--- config.mk ---
export PLATFORM = sky130hd
export DESIGN_NAME = logic_op_arbiter
export DESIGN_NICKNAME = d
export VERILOG_FILES = /design/src/rtl/logic_op_arbiter.sv
export SDC_FILE = /design/constraint.sdc
export NUM_CORES = 1
export LEC_CHECK = 0
export CAP_MARGIN = 20
export CORE_AREA = 2 2 79 81
export CTS_BUF_LIST = sky130_fd_sc_hd__clkbuf_4
export CTS_CLUSTER_DIAMETER = 60
export CTS_CLUSTER_SIZE = 40
export DETAILED_ROUTE_END_ITERATION = 8
export DIE_AREA = 0 0 81 83
export GPL_TIMING_DRIVEN = 1
export PLACE_DENSITY = 0.95
export SYNTH_ARGS = -nofsm -noshare
export SYNTH_HDL_FRONTEND = slang
export SYNTH_SLANG_ARGS = --single-unit
--- constraint.sdc ---
create_clock -name clk -period 7.6 [get_ports clk]
set_clock_uncertainty 0.15 [all_clocks]
set_input_delay 2.28 -clock clk [delete_from_list [all_inputs] [get_ports clk]]
set_output_delay 2.28 -clock clk [all_outputs]
set_load 0.01 [all_outputs]
--- src/rtl/logic_op_arbiter.sv ---
// ---------------------------------------------------------------------------
// logic_op_arbiter
//   Shares one bitwise logic unit among four requesters. A round-robin
//   arbiter picks one requester while IDLE. Its opcode and operands are
//   captured, then evaluated in EXEC. The result is held in RESP until the
//   downstream consumer takes it.
//
// Ports
//   clk        : rising-edge clock
//   rst        : asynchronous active-high reset
//   req_valid  : [3:0] per-requester request strobe
//   req_op     : [11:0] 3-bit opcode per requester (requester i at [3i+2:3i])
//   req_a      : [4*WIDTH-1:0] operand A per requester (slice i)
//   req_b      : [4*WIDTH-1:0] operand B per requester (slice i)
//   req_ready  : [3:0] one-hot accept, combinational, only in IDLE
//   rsp_valid  : result available (RESP state)
//   rsp_ready  : downstream accepts the result
//   rsp_id     : [1:0] requester that owns the result
//   rsp_y      : [WIDTH-1:0] bitwise result
//   rsp_err    : illegal opcode flag, qualified by rsp_valid
//   busy       : high whenever the FSM is not in IDLE
// ---------------------------------------------------------------------------
module logic_op_arbiter #(
  parameter int WIDTH = 8
) (
  input  logic               clk,
  input  logic               rst,
  input  logic [3:0]         req_valid,
  input  logic [11:0]        req_op,
  input  logic [4*WIDTH-1:0] req_a,
  input  logic [4*WIDTH-1:0] req_b,
  output logic [3:0]         req_ready,
  output logic               rsp_valid,
  input  logic               rsp_ready,
  output logic [1:0]         rsp_id,
  output logic [WIDTH-1:0]   rsp_y,
  output logic               rsp_err,
  output logic               busy
);

  typedef enum logic [1:0] {
    ST_IDLE = 2'd0,
    ST_EXEC = 2'd1,
    ST_RESP = 2'd2
  } state_t;

  state_t             r_state;
  logic [1:0]         r_last_grant;
  logic [2:0]         r_op;
  logic [WIDTH-1:0]   r_a;
  logic [WIDTH-1:0]   r_b;
  logic [1:0]         r_idx;
  logic               r_rsp_valid;
  logic [WIDTH-1:0]   r_rsp_y;
  logic [1:0]         r_rsp_id;
  logic               r_rsp_err;
  logic               r_busy;

  // Per-requester unpacked views of the flat request buses
  logic [2:0]         w_op [4];
  logic [WIDTH-1:0]   w_a  [4];
  logic [WIDTH-1:0]   w_b  [4];

  // w_cand[k] is the requester examined at round-robin distance k+1 from
  // the last grant; w_hit[k] says whether that candidate is requesting.
  logic [1:0]         w_cand [4];
  logic [3:0]         w_hit;

  logic               w_grant_any;
  logic [1:0]         w_grant_idx;

  logic [WIDTH-1:0]   w_alu_y;
  logic               w_alu_err;

  for (genvar gi = 0; gi < 4; gi++) begin : g_slice
    assign w_op[gi]   = req_op[3*gi +: 3];
    assign w_a[gi]    = req_a[WIDTH*gi +: WIDTH];
    assign w_b[gi]    = req_b[WIDTH*gi +: WIDTH];
    assign w_cand[gi] = r_last_grant + 2'(gi + 1);
    assign w_hit[gi]  = req_valid[w_cand[gi]];
  end

  // Nearest requesting candidate wins: scan from farthest to nearest so the
  // closest hit overwrites any farther one.
  always_comb begin
    w_grant_any = 1'b0;
    w_grant_idx = r_last_grant;
    for (int k = 3; k >= 0; k--) begin
      if (w_hit[k]) begin
        w_grant_any = 1'b1;
        w_grant_idx = w_cand[k];
      end
    end
  end

  // Accept is only offered in IDLE and is forced low during reset.
  assign req_ready = (!rst && (r_state == ST_IDLE) && w_grant_any)
                   ? (4'b0001 << w_grant_idx) : 4'b0000;

  // Shared bitwise unit, operating only on the captured operands
  always_comb begin
    w_alu_y   = '0;
    w_alu_err = 1'b0;
    case (r_op)
      3'b000:  w_alu_y = r_a & r_b;
      3'b001:  w_alu_y = r_a | r_b;
      3'b010:  w_alu_y = ~r_a;
      3'b011:  w_alu_y = ~(r_a & r_b);
      3'b100:  w_alu_y = ~(r_a | r_b);
      3'b101:  w_alu_y = r_a ^ r_b;
      3'b110:  w_alu_y = ~(r_a ^ r_b);
      default: w_alu_err = 1'b1;
    endcase
  end

  always_ff @(posedge clk or posedge rst) begin
    if (rst) begin
      r_state      <= ST_IDLE;
      r_last_grant <= 2'd3;
      r_op         <= '0;
      r_a          <= '0;
      r_b          <= '0;
      r_idx        <= '0;
      r_rsp_valid  <= 1'b0;
      r_rsp_y      <= '0;
      r_rsp_id     <= '0;
      r_rsp_err    <= 1'b0;
      r_busy       <= 1'b0;
    end else begin
      case (r_state)
        ST_IDLE: begin
          if (w_grant_any) begin
            r_op         <= w_op[w_grant_idx];
            r_a          <= w_a[w_grant_idx];
            r_b          <= w_b[w_grant_idx];
            r_idx        <= w_grant_idx;
            r_last_grant <= w_grant_idx;
            r_busy       <= 1'b1;
            r_state      <= ST_EXEC;
          end
        end
        ST_EXEC: begin
          r_rsp_y     <= w_alu_y;
          r_rsp_err   <= w_alu_err;
          r_rsp_id    <= r_idx;
          r_rsp_valid <= 1'b1;
          r_state     <= ST_RESP;
        end
        ST_RESP: begin
          // Response fields are left untouched so they stay readable after
          // the handshake; only rsp_valid drops.
          if (rsp_ready) begin
            r_rsp_valid <= 1'b0;
            r_busy      <= 1'b0;
            r_state     <= ST_IDLE;
          end
        end
        default: begin
          r_rsp_valid <= 1'b0;
          r_busy      <= 1'b0;
          r_state     <= ST_IDLE;
        end
      endcase
    end
  end

  assign rsp_valid = r_rsp_valid;
  assign rsp_y     = r_rsp_y;
  assign rsp_id    = r_rsp_id;
  assign rsp_err   = r_rsp_err;
  assign busy      = r_busy;

endmodule

==> results.txt, run 1 <==
post-route ant nets = 0
WHS Path Cells = 1
DP Wirelength = 6150 um
Post-synth EDFFs = 0
Mapped Area = 2870 um2
post-CTS resize count = 0
wire length on met3 = 610 um
Worst Max-Slew Pin Slew = 811 ps
Max Cap Viol = 0
Yosys cell types = 44
PD cells = 393 nW/um2
die area = 6720 um2
pre-CTS setup slack = 776 ps
most frequent cell after synthesis = dfrtp_1
gpl congestion = 0.909
CP delay by family, top = buffers and inverters
DR top layer = met4
Avg Cell Area, Syn = 9.41 um2
Final Cycle Share = 90.0%
reg2reg start = r_last_grant[1]$_DFFE_PP1P_
CP most frequent cell = clkdlybuf4s50_1
Yosys top cell area share = 31.4%
Root Buffer = clkbuf_4
CTS Buffer Depth = 2
fin worst setup slack = 760 ps
FMAX = 0.146 GHz
Placed Instance Area = 3910 um2
largest net degree at the start of global routing = 36
RSZ-0062 raised after global routing = no
DIE HEIGHT = 83 um
crit end category = output port
CP Class = input pin to output port
vias post-DR = 2815
die width = 81 um
Pleak = 0.00168 uW
FF-to-FF setup slack = 5270 ps
Worst Hold Slack = 356 ps
Hold Vio Cnt, Final = 0
hold_sp = rsp_valid$_DFFE_PP0P_
Seq/Total Area, Yosys = 33.2%
CTS Hold Bufs = 0
TritonCTS clock tree = built
first-pass GRT wire length = 13600 um
Clk Latency, worst-skew pair = 360 ps
gr ovfl total = 0
design area = 4020 um2
routed wl met2 = 4160 um
Post-CTS Setup Repair Bufs = 0
Period minus WS final = 6840 ps
initial drt markers = 176
Synth Register Bits = 38
Critical Path RT = 5170 ps
Synth Flop Type = dfrtp_1
H-tree Lvls = 2
critical path peak fanout = 7
sequential share of power = 28.0%
number of diodes = 0
row cnt = 28
CTS sink count = 38
status = finished clean
Port Buffers = 99
Synth Instances = 305
asr flop ratio synth = 100%
Crit path arrival time = 4410 ps
Synth area leader = dfrtp_1
worst reg2reg endpoint = r_a[5]$_DFFE_PP0P_
top cells by area, synth = dfrtp_1 (31%), mux2i_1 (9.1%), ha_1 (7.0%)
Synth-to-Final Area Change = 39.9%
Net Sw Frac = 44.8%
core area = 5820 um2
Routed WL per cell = 17.2 um
YS warnings = 0
Tot GR Track Use = 25.5%
syn nets = 404
clk slew on worst S/H paths = 130 ps
Comb power frac = 60.8%
max_slew headroom = 45.9%
WHS Endpoint = rsp_valid$_DFFE_PP0P_
Net Switching = 706 uW
final setup fails = 0
Slew Limit Fails = 0
Post-synth top cells = dfrtp_1 (36), nand2_1 (33), mux2i_1 (26)
Buf/Inv on CP = 2
Inserted Clock Buffers = 5
CP max-delay cell = clkdlybuf4s50_1
Metal-1 WL = 3120 um
critical-path cell list = clkdlybuf4s50_1, and2_4, o21a_1, nor3_2, nand2_1, nor3_1, clkdlybuf4s50_1
internal power = 871 uW
IO Pins = 100
clock share of power = 11.2%
First-pass DRT Iterations = 5
startpoint types = input pin
post-DR vias/cell = 5.99
CP max stage delay = 580 ps
class of the worst hold path = flip-flop to flip-flop
layout cells sized above 1 = 12.2%
Setup TNS = 0 ps
Initial Util = 49.4%
DRC = 0
final-stage net count = 493
R2R cell count = 5
vias in the first global route = 2911
worst vdd ir = 248 uV
initial antenna violation count = 0
DRT Wirelength = 8060 um
## layout make-up
| class | instances | area [um2] |
|---|---|---|
| Fill cell | 443 | 1800 |
| Sequential cell | 38 | 953 |
| Clock buffer | 5 | 37.5 |
| Inverter | 27 | 101 |
| Clock inverter | 3 | 68.8 |
| Tap cell | 75 | 93.8 |
| Multi-Input combinational cell | 215 | 1710 |
| Timing Repair Buffer | 107 | 1050 |
## per-stage QoR
stage                     power, uW  utilization, %  std cells
after floorplan                1110               -        305
after global placement         1330            67.2        462
after detailed placement       1390            67.2        462
after CTS                      1570            69.1        470
after global routing           1700            69.1        470
final                          1580            69.1        470
## layer usage
metal	up-vias	global-route usage, %
met5	-	0
met4	0	8.63
met3	18	6.52
met2	136	43.5
met1	1339	30.8
li1	1322	-
## power by group through the flow
stage          Clock [uW]  Sequential (uW)  Combinational, uW
2_1_floorplan           0              388                722
3_3_place_gp            0              434                900
3_5_place_dp            0              442                943
4_1_cts               177              439                955
5_1_grt               187              458               1060
6_report              177              441                959
## placed cells by master (no fill, tap or decap), types with 5 or more instances in the layout
| cell | synthesis | final |
|---|---|---|
| a21oi_1 | 5 | 5 |
| a31oi_1 | 8 | 8 |
| a32oi_1 | 11 | 11 |
| a32oi_2 | 8 | 8 |
| buf_4 | 0 | 8 |
| clkbuf_4 | 0 | 5 |
| clkdlybuf4s50_1 | 0 | 99 |
| dfrtp_1 | 36 | 36 |
| ha_1 | 16 | 16 |
| inv_1 | 25 | 25 |
| mux2i_1 | 26 | 26 |
| nand2_1 | 33 | 33 |
| nor2_1 | 15 | 15 |
| o211ai_1 | 12 | 12 |
| o21a_1 | 5 | 5 |
| o21ai_0 | 7 | 7 |
| o21ai_1 | 6 | 6 |
| o221ai_1 | 11 | 11 |
| o221ai_2 | 8 | 8 |
## flip-flops by register name (all words and copies together) (netlist names)
signal,flops
rsp_y,8
r_op,3
r_last_grant,2
busy,1
rsp_id,2
r_a,8
r_b,8
r_state,2
rsp_valid,1
rsp_err,1
r_idx,2
## how the worst max path moves through the flow
stage / start / to / slack [ps] / cells after the start
3_5_place_dp: req_valid[1] / req_ready[2] / 780 / 7
3_3_place_gp: req_valid[1] / req_ready[2] / 840 / 7
2_1_floorplan: req_valid[1] / req_ready[2] / 1720 / 6
6_report: req_valid[1] / req_ready[2] / 760 / 7
4_1_cts: req_valid[1] / req_ready[2] / 770 / 7
5_1_grt: req_valid[0] / req_ready[3] / 620 / 7
## logic make-up (layout without fill, tap and decap cells)
group	after synthesis	after routing	synth area share, %
DFF	38	38	33.2
buffers and inverters	52	142	7.59
and+or+nand+nor	73	73	11.9
muxes	31	31	11.4
adders and majority gates	16	16	6.97
AOI/OAI and AO/OA	95	95	28.9
Power figures use the tool's default switching activity.
==> inputs of run 2 (changes only) <==
--- a/config.mk
+++ b/config.mk
@@ -9,10 +9,11 @@
 export CORE_AREA = 2 2 79 81
 export CTS_BUF_LIST = sky130_fd_sc_hd__clkbuf_4
 export CTS_CLUSTER_DIAMETER = 60
-export CTS_CLUSTER_SIZE = 40
+export CTS_CLUSTER_SIZE = 28
 export DETAILED_ROUTE_END_ITERATION = 8
 export DIE_AREA = 0 0 81 83
 export GPL_TIMING_DRIVEN = 1
+export MAX_ROUTING_LAYER = met4
 export PLACE_DENSITY = 0.95
 export SYNTH_ARGS = -nofsm -noshare
 export SYNTH_HDL_FRONTEND = slang
==> run 2 against run 1 <==
Fmax shrank 0.77%. Hold slack is essentially flat. First-iteration DRC count grew 4.0%. Design area shrank 0.19%. Critical path depth unchanged. Utilization shrank 0.13 points. Clock power barely moved.
==> results.txt, run 2 (synthesis results as in run 1) <==
Hold Vio Cnt, Final = 0 (unchanged)
CP max-delay cell = clkdlybuf4s50_1
Setup TNS = 0 ps (unchanged)
Tot GR Track Use = 25.5% (-0.038 points)
pre-CTS setup slack = 761 ps (-15.1 ps)
FMAX = 0.145 GHz (-0.77%)
reg2reg start = r_last_grant[1]$_DFFE_PP1P_
die width = 81 um (unchanged)
H-tree Lvls = 2 (unchanged)
final setup fails = 0 (unchanged)
largest net degree at the start of global routing = 40 (+11%)
Crit path arrival time = 4460 ps (+50 ps)
gr ovfl total = 0 (unchanged)
post-route ant nets = 0 (unchanged)
startpoint types = input pin
vias in the first global route = 2823 (-3.0%)
Initial Util = 49.4% (unchanged)
dpl cells = 461 (-0.22%)
FF-to-FF setup slack = 5030 ps (-240 ps)
Period minus WS final = 6890 ps (+52.8 ps)
CTS Hold Bufs = 0 (unchanged)
Final Core Density = 68.9% (-0.13 points)
Pleak = 0.00168 uW (-0.28%)
worst vdd ir = 262 uV (+5.3%)
post-DR vias/cell = 5.95 (-0.68%)
row cnt = 28 (unchanged)
worst reg2reg endpoint = r_op[1]$_DFFE_PP0P_
DP Wirelength = 6060 um (-1.5%)
WHS Path Cells = 1 (unchanged)
CP delay by family, top = buffers and inverters
Synth-to-Final Area Change = 39.7%
status = finished clean
DRT Wirelength = 7790 um (-3.4%)
First-pass DRT Iterations = 5 (unchanged)
DIE HEIGHT = 83 um (unchanged)
Worst Max-Slew Pin Slew = 806 ps (-5.39 ps)
layout cells sized above 1 = 11.9% (-0.22 points)
CP most frequent cell = clkdlybuf4s50_1
Buf/Inv on CP = 2 (unchanged)
CP Class = input pin to output port
critical-path cell list = clkdlybuf4s50_1, o21ai_0, o21ai_1, a221oi_4, nand2_1, nor3_1, clkdlybuf4s50_1
final-stage net count = 492 (-0.20%)
IO Pins = 100 (unchanged)
Slew Limit Fails = 0 (unchanged)
Post-CTS Setup Repair Bufs = 0 (unchanged)
core area = 5820 um2 (unchanged)
PD cells = 392 nW/um2 (-0.29%)
Routed WL per cell = 16.6 um (-3.2%)
Port Buffers = 99 (unchanged)
gpl congestion = 0.906 (-0.33%)
Final Cycle Share = 90.7% (+0.69 points)
crit end category = output port
initial drt markers = 183 (+4.0%)
CP max stage delay = 570 ps (about the same)
commonest non-fill, non-tap cell in the layout = clkdlybuf4s50_1
DRC = 0 (unchanged)
hold_sp = rsp_valid$_DFFE_PP0P_
Clk Latency, worst-skew pair = 350 ps (about the same)
WHS Endpoint = rsp_valid$_DFFE_PP0P_
CTS Buffer Depth = 2 (unchanged)
RSZ-0062 raised after global routing = no
Max Cap Viol = 0 (unchanged)
Root Buffer = clkbuf_4
vias post-DR = 2790 (-0.89%)
class of the worst hold path = flip-flop to flip-flop
die area = 6720 um2 (unchanged)
initial antenna violation count = 0 (unchanged)
fin cells = 469 (-0.21%)
Inserted Clock Buffers = 5 (unchanged)
first-pass GRT wire length = 13300 um (-2.0%)
max_slew headroom = 46.3% (+0.36 points)
R2R cell count = 5 (unchanged)
clk slew on worst S/H paths = 130 ps (about the same)
post-CTS resize count = 0 (unchanged)
number of diodes = 0 (unchanged)
TritonCTS clock tree = built
CTS sink count = 38 (unchanged)
Critical Path RT = 5170 ps (about the same)
commonest non-fill, non-tap cells in the layout = clkdlybuf4s50_1 (99), dfrtp_1 (36), nand2_1 (33)
fin worst setup slack = 707 ps (-52.8 ps)
critical path peak fanout = 8 (+1)
[run 2: worst max path at each step]
| stage | startpoint | cells past startpoint | slack, ps | end |
|---|---|---|---|---|
| 2_1_floorplan | req_valid[1] | 6 | 1720 | req_ready[2] |
| 3_3_place_gp | req_valid[0] | 7 | 830 | req_ready[2] |
| 3_5_place_dp | req_valid[0] | 7 | 760 | req_ready[2] |
| 4_1_cts | req_valid[0] | 7 | 740 | req_ready[2] |
| 5_1_grt | req_valid[0] | 7 | 610 | req_ready[3] |
| 6_report | req_valid[0] | 7 | 710 | req_ready[2] |
[run 2: layer usage]
metal  GRT usage (%)  vias up  part of all wire (%)
met3            3.91       19                   6.4
met1            32.6     1319                    41
met5               -        -                     0
met4            7.70        0                   2.3
li1                -     1318                     -
met2            41.4      134                    50
[run 2: power breakdown]
group	internal [uW]	switching (uW)	leakage (uW)	total (uW)
clock network	103	73.1	0.0000554	176
registers	310	131	0.000454	442
logic	453	499	0.00117	952
[run 2: metrics by stage]
step / area (um2) / total power, uW / hold slack [ps]
6_report: 4010 / 1570 / 356
5_1_grt: 4010 / 1700 / 386
4_1_cts: 4010 / 1560 / 360
3_5_place_dp: 3900 / 1380 / 326
3_3_place_gp: 3900 / 1330 / 310
2_1_floorplan: 2870 / 1110 / 290
[run 2: area by class of cell]
cell class | count | area, um2
Fill cell | 446 | 1810
Timing Repair Buffer | 106 | 1040
Inverter | 27 | 101
Sequential cell | 38 | 953
Clock inverter | 3 | 68.8
Multi-Input combinational cell | 215 | 1710
Tap cell | 75 | 93.8
Clock buffer | 5 | 37.5
==> inputs of run 3 (changes only) <==
--- a/config.mk
+++ b/config.mk
@@ -7,7 +7,6 @@
 export LEC_CHECK = 0
 export CAP_MARGIN = 20
 export CORE_AREA = 2 2 79 81
-export CTS_BUF_LIST = sky130_fd_sc_hd__clkbuf_4
 export CTS_CLUSTER_DIAMETER = 60
 export CTS_CLUSTER_SIZE = 28
 export DETAILED_ROUTE_END_ITERATION = 8
==> constraint.sdc (replaced) <==
create_clock -name clk -period 8.4 [get_ports clk]
set_clock_uncertainty 0.15 [all_clocks]
set_input_delay 2.52 -clock clk [delete_from_list [all_inputs] [get_ports clk]]
set_output_delay 2.52 -clock clk [all_outputs]
set_load 0.01 [all_outputs]
==> run 3 against run 2 <==
Clock power increased by 9%. Die area unchanged. Critical path depth unchanged. Non-clock buffer count decreased by 2. Register-to-register slack improved by 630 ps. Setup slack got worse by 16 ps. Largest cell class unchanged. Largest power group unchanged. Highest routed layer unchanged.
==> results.txt, run 3 (synthesis results as in run 1) <==
status = finished clean
DIE HEIGHT = 83 um (unchanged)
TritonCTS clock tree = built
gr ovfl total = 0 (unchanged)
largest net degree at the start of global routing = 43 (+7.5%)
Inserted Clock Buffers = 5 (unchanged)
reg2reg start = r_last_grant[1]$_DFFE_PP1P_
commonest non-fill, non-tap cells in the layout = clkdlybuf4s50_1 (99), dfrtp_1 (36), nand2_1 (33)
RSZ-0062 raised after global routing = no
number of diodes = 0 (unchanged)
Routed WL per cell = 16.9 um (+1.7%)
Setup TNS = 0 ps (unchanged)
Tot GR Track Use = 25.3% (-0.21 points)
die area = 6720 um2 (unchanged)
CTS Hold Bufs = 0 (unchanged)
worst vdd ir = 197 uV (-25%)
DRT Wirelength = 7890 um (+1.3%)
crit end category = output port
power after layout = 1460 uW (-7.2%)
critical path peak fanout = 16 (+8)
PD cells = 362 nW/um2 (-7.7%)
Post-CTS Setup Repair Bufs = 0 (unchanged)
Port Buffers = 99 (unchanged)
post-CTS resize count = 0 (unchanged)
H-tree Lvls = 2 (unchanged)
startpoint types = input pin
max_slew headroom = 45.1% (-1.1 points)
WHS Endpoint = rsp_valid$_DFFE_PP0P_
hold_sp = rsp_valid$_DFFE_PP0P_
commonest non-fill, non-tap cell in the layout = clkdlybuf4s50_1
First-pass DRT Iterations = 5 (unchanged)
FMAX = 0.130 GHz
final-stage net count = 490 (-0.41%)
Worst Max-Slew Pin Slew = 823 ps (+17.0 ps)
Final Core Density = 69.3% (+0.37 points)
R2R cell count = 5 (unchanged)
Max Cap Viol = 0 (unchanged)
clk slew on worst S/H paths = 70 ps (-60 ps)
layout cells sized above 1 = 11.5% (-0.45 points)
Final Cycle Share = 91.8%
vias in the first global route = 2878 (+1.9%)
Synth-to-Final Area Change = 40.4%
post-DR vias/cell = 6.13 (+3.0%)
gpl congestion = 0.944 (+4.2%)
Period minus WS final = 7710 ps
Hold Vio Cnt, Final = 0 (unchanged)
final setup fails = 0 (unchanged)
post-route ant nets = 0 (unchanged)
DP Wirelength = 5800 um (-4.3%)
worst reg2reg endpoint = r_b[3]$_DFFE_PP0P_
# fillers = 445 (-0.22%)
initial drt markers = 289 (+58%)
first-pass GRT wire length = 13200 um (-0.52%)
Clk Latency, worst-skew pair = 290 ps (-60 ps)
Slew Limit Fails = 0 (unchanged)
initial antenna violation count = 0 (unchanged)
core area = 5820 um2 (unchanged)
IO Pins = 100 (unchanged)
class of the worst hold path = flip-flop to flip-flop
Pleak = 0.00168 uW (+0.38%)
Initial Util = 49.4% (unchanged)
Crit path arrival time = 5040 ps (+580 ps)
die width = 81 um (unchanged)
CTS sink count = 38 (unchanged)
row cnt = 28 (unchanged)
Root Buffer = clkbuf_8
DRC = 0 (unchanged)
Critical Path RT = 5730 ps (+560 ps)
vias post-DR = 2861 (+2.5%)
FF-to-FF setup slack = 5660 ps (+630 ps)
CTS Buffer Depth = 2 (unchanged)
CP Class = input pin to output port
WHS Path Cells = 1 (unchanged)
-- run 3: where the power goes --
part           switching, uW  internal [uW]  leakage (uW)
clock                   65.2            127     0.0000714
sequential               119            281      0.000454
combinational            457            408       0.00116
total                    641            816       0.00168
-- run 3: cell type report --
| type | count | area (um2) | area share (%) |
|---|---|---|---|
| clock buffer | 6 | 82.6 | 2.05 |
| clock inverter | 2 | 60.1 | 1.49 |
| inverter | 27 | 101 | 2.51 |
| multi-input combinational | 215 | 1710 | 42.4 |
| sequential | 38 | 953 | 23.7 |
| tap | 75 | 93.8 | 2.33 |
| timing repair buffer | 104 | 1030 | 25.5 |
-- run 3: per-stage QoR --
step	hold WS (ps)	area [um2]	setup WS, ps	std cells
5_1_grt	376	4030	506	467
2_1_floorplan	290	2870	2040	305
3_3_place_gp	315	3890	903	459
6_report	340	4030	691	467
3_5_place_dp	322	3890	805	459
4_1_cts	345	4030	754	467
-- run 3: layer usage --
layer / global-route usage, % / vias to the layer above / routed length, um
met1: 31.9 / 1340 / 3210
met2: 40.2 / 175 / 3920
li1: - / 1321 / -
met5: - / - / 0
met3: 5.22 / 25 / 573
met4: 8.32 / 0 / 180
-- run 3: how the worst max path moves through the flow --
| stage | startpoint | to | slack, ps | cells past startpoint |
|---|---|---|---|---|
| 5_1_grt | req_valid[3] | req_ready[3] | 510 | 7 |
| 3_3_place_gp | req_valid[3] | req_ready[3] | 900 | 7 |
| 3_5_place_dp | req_valid[3] | req_ready[3] | 800 | 7 |
| 6_report | req_valid[3] | req_ready[3] | 690 | 7 |
| 2_1_floorplan | req_valid[1] | req_ready[2] | 2040 | 6 |
| 4_1_cts | req_valid[3] | req_ready[3] | 750 | 7 |
-- run 3: critical path, cell delays in order --
cell             delay [ps]
clkdlybuf4s50_1         610
nand2_1                 180
a21oi_1                 220
or3_1                   620
nand2_1                 110
nor3_1                  200
clkdlybuf4s50_1         570
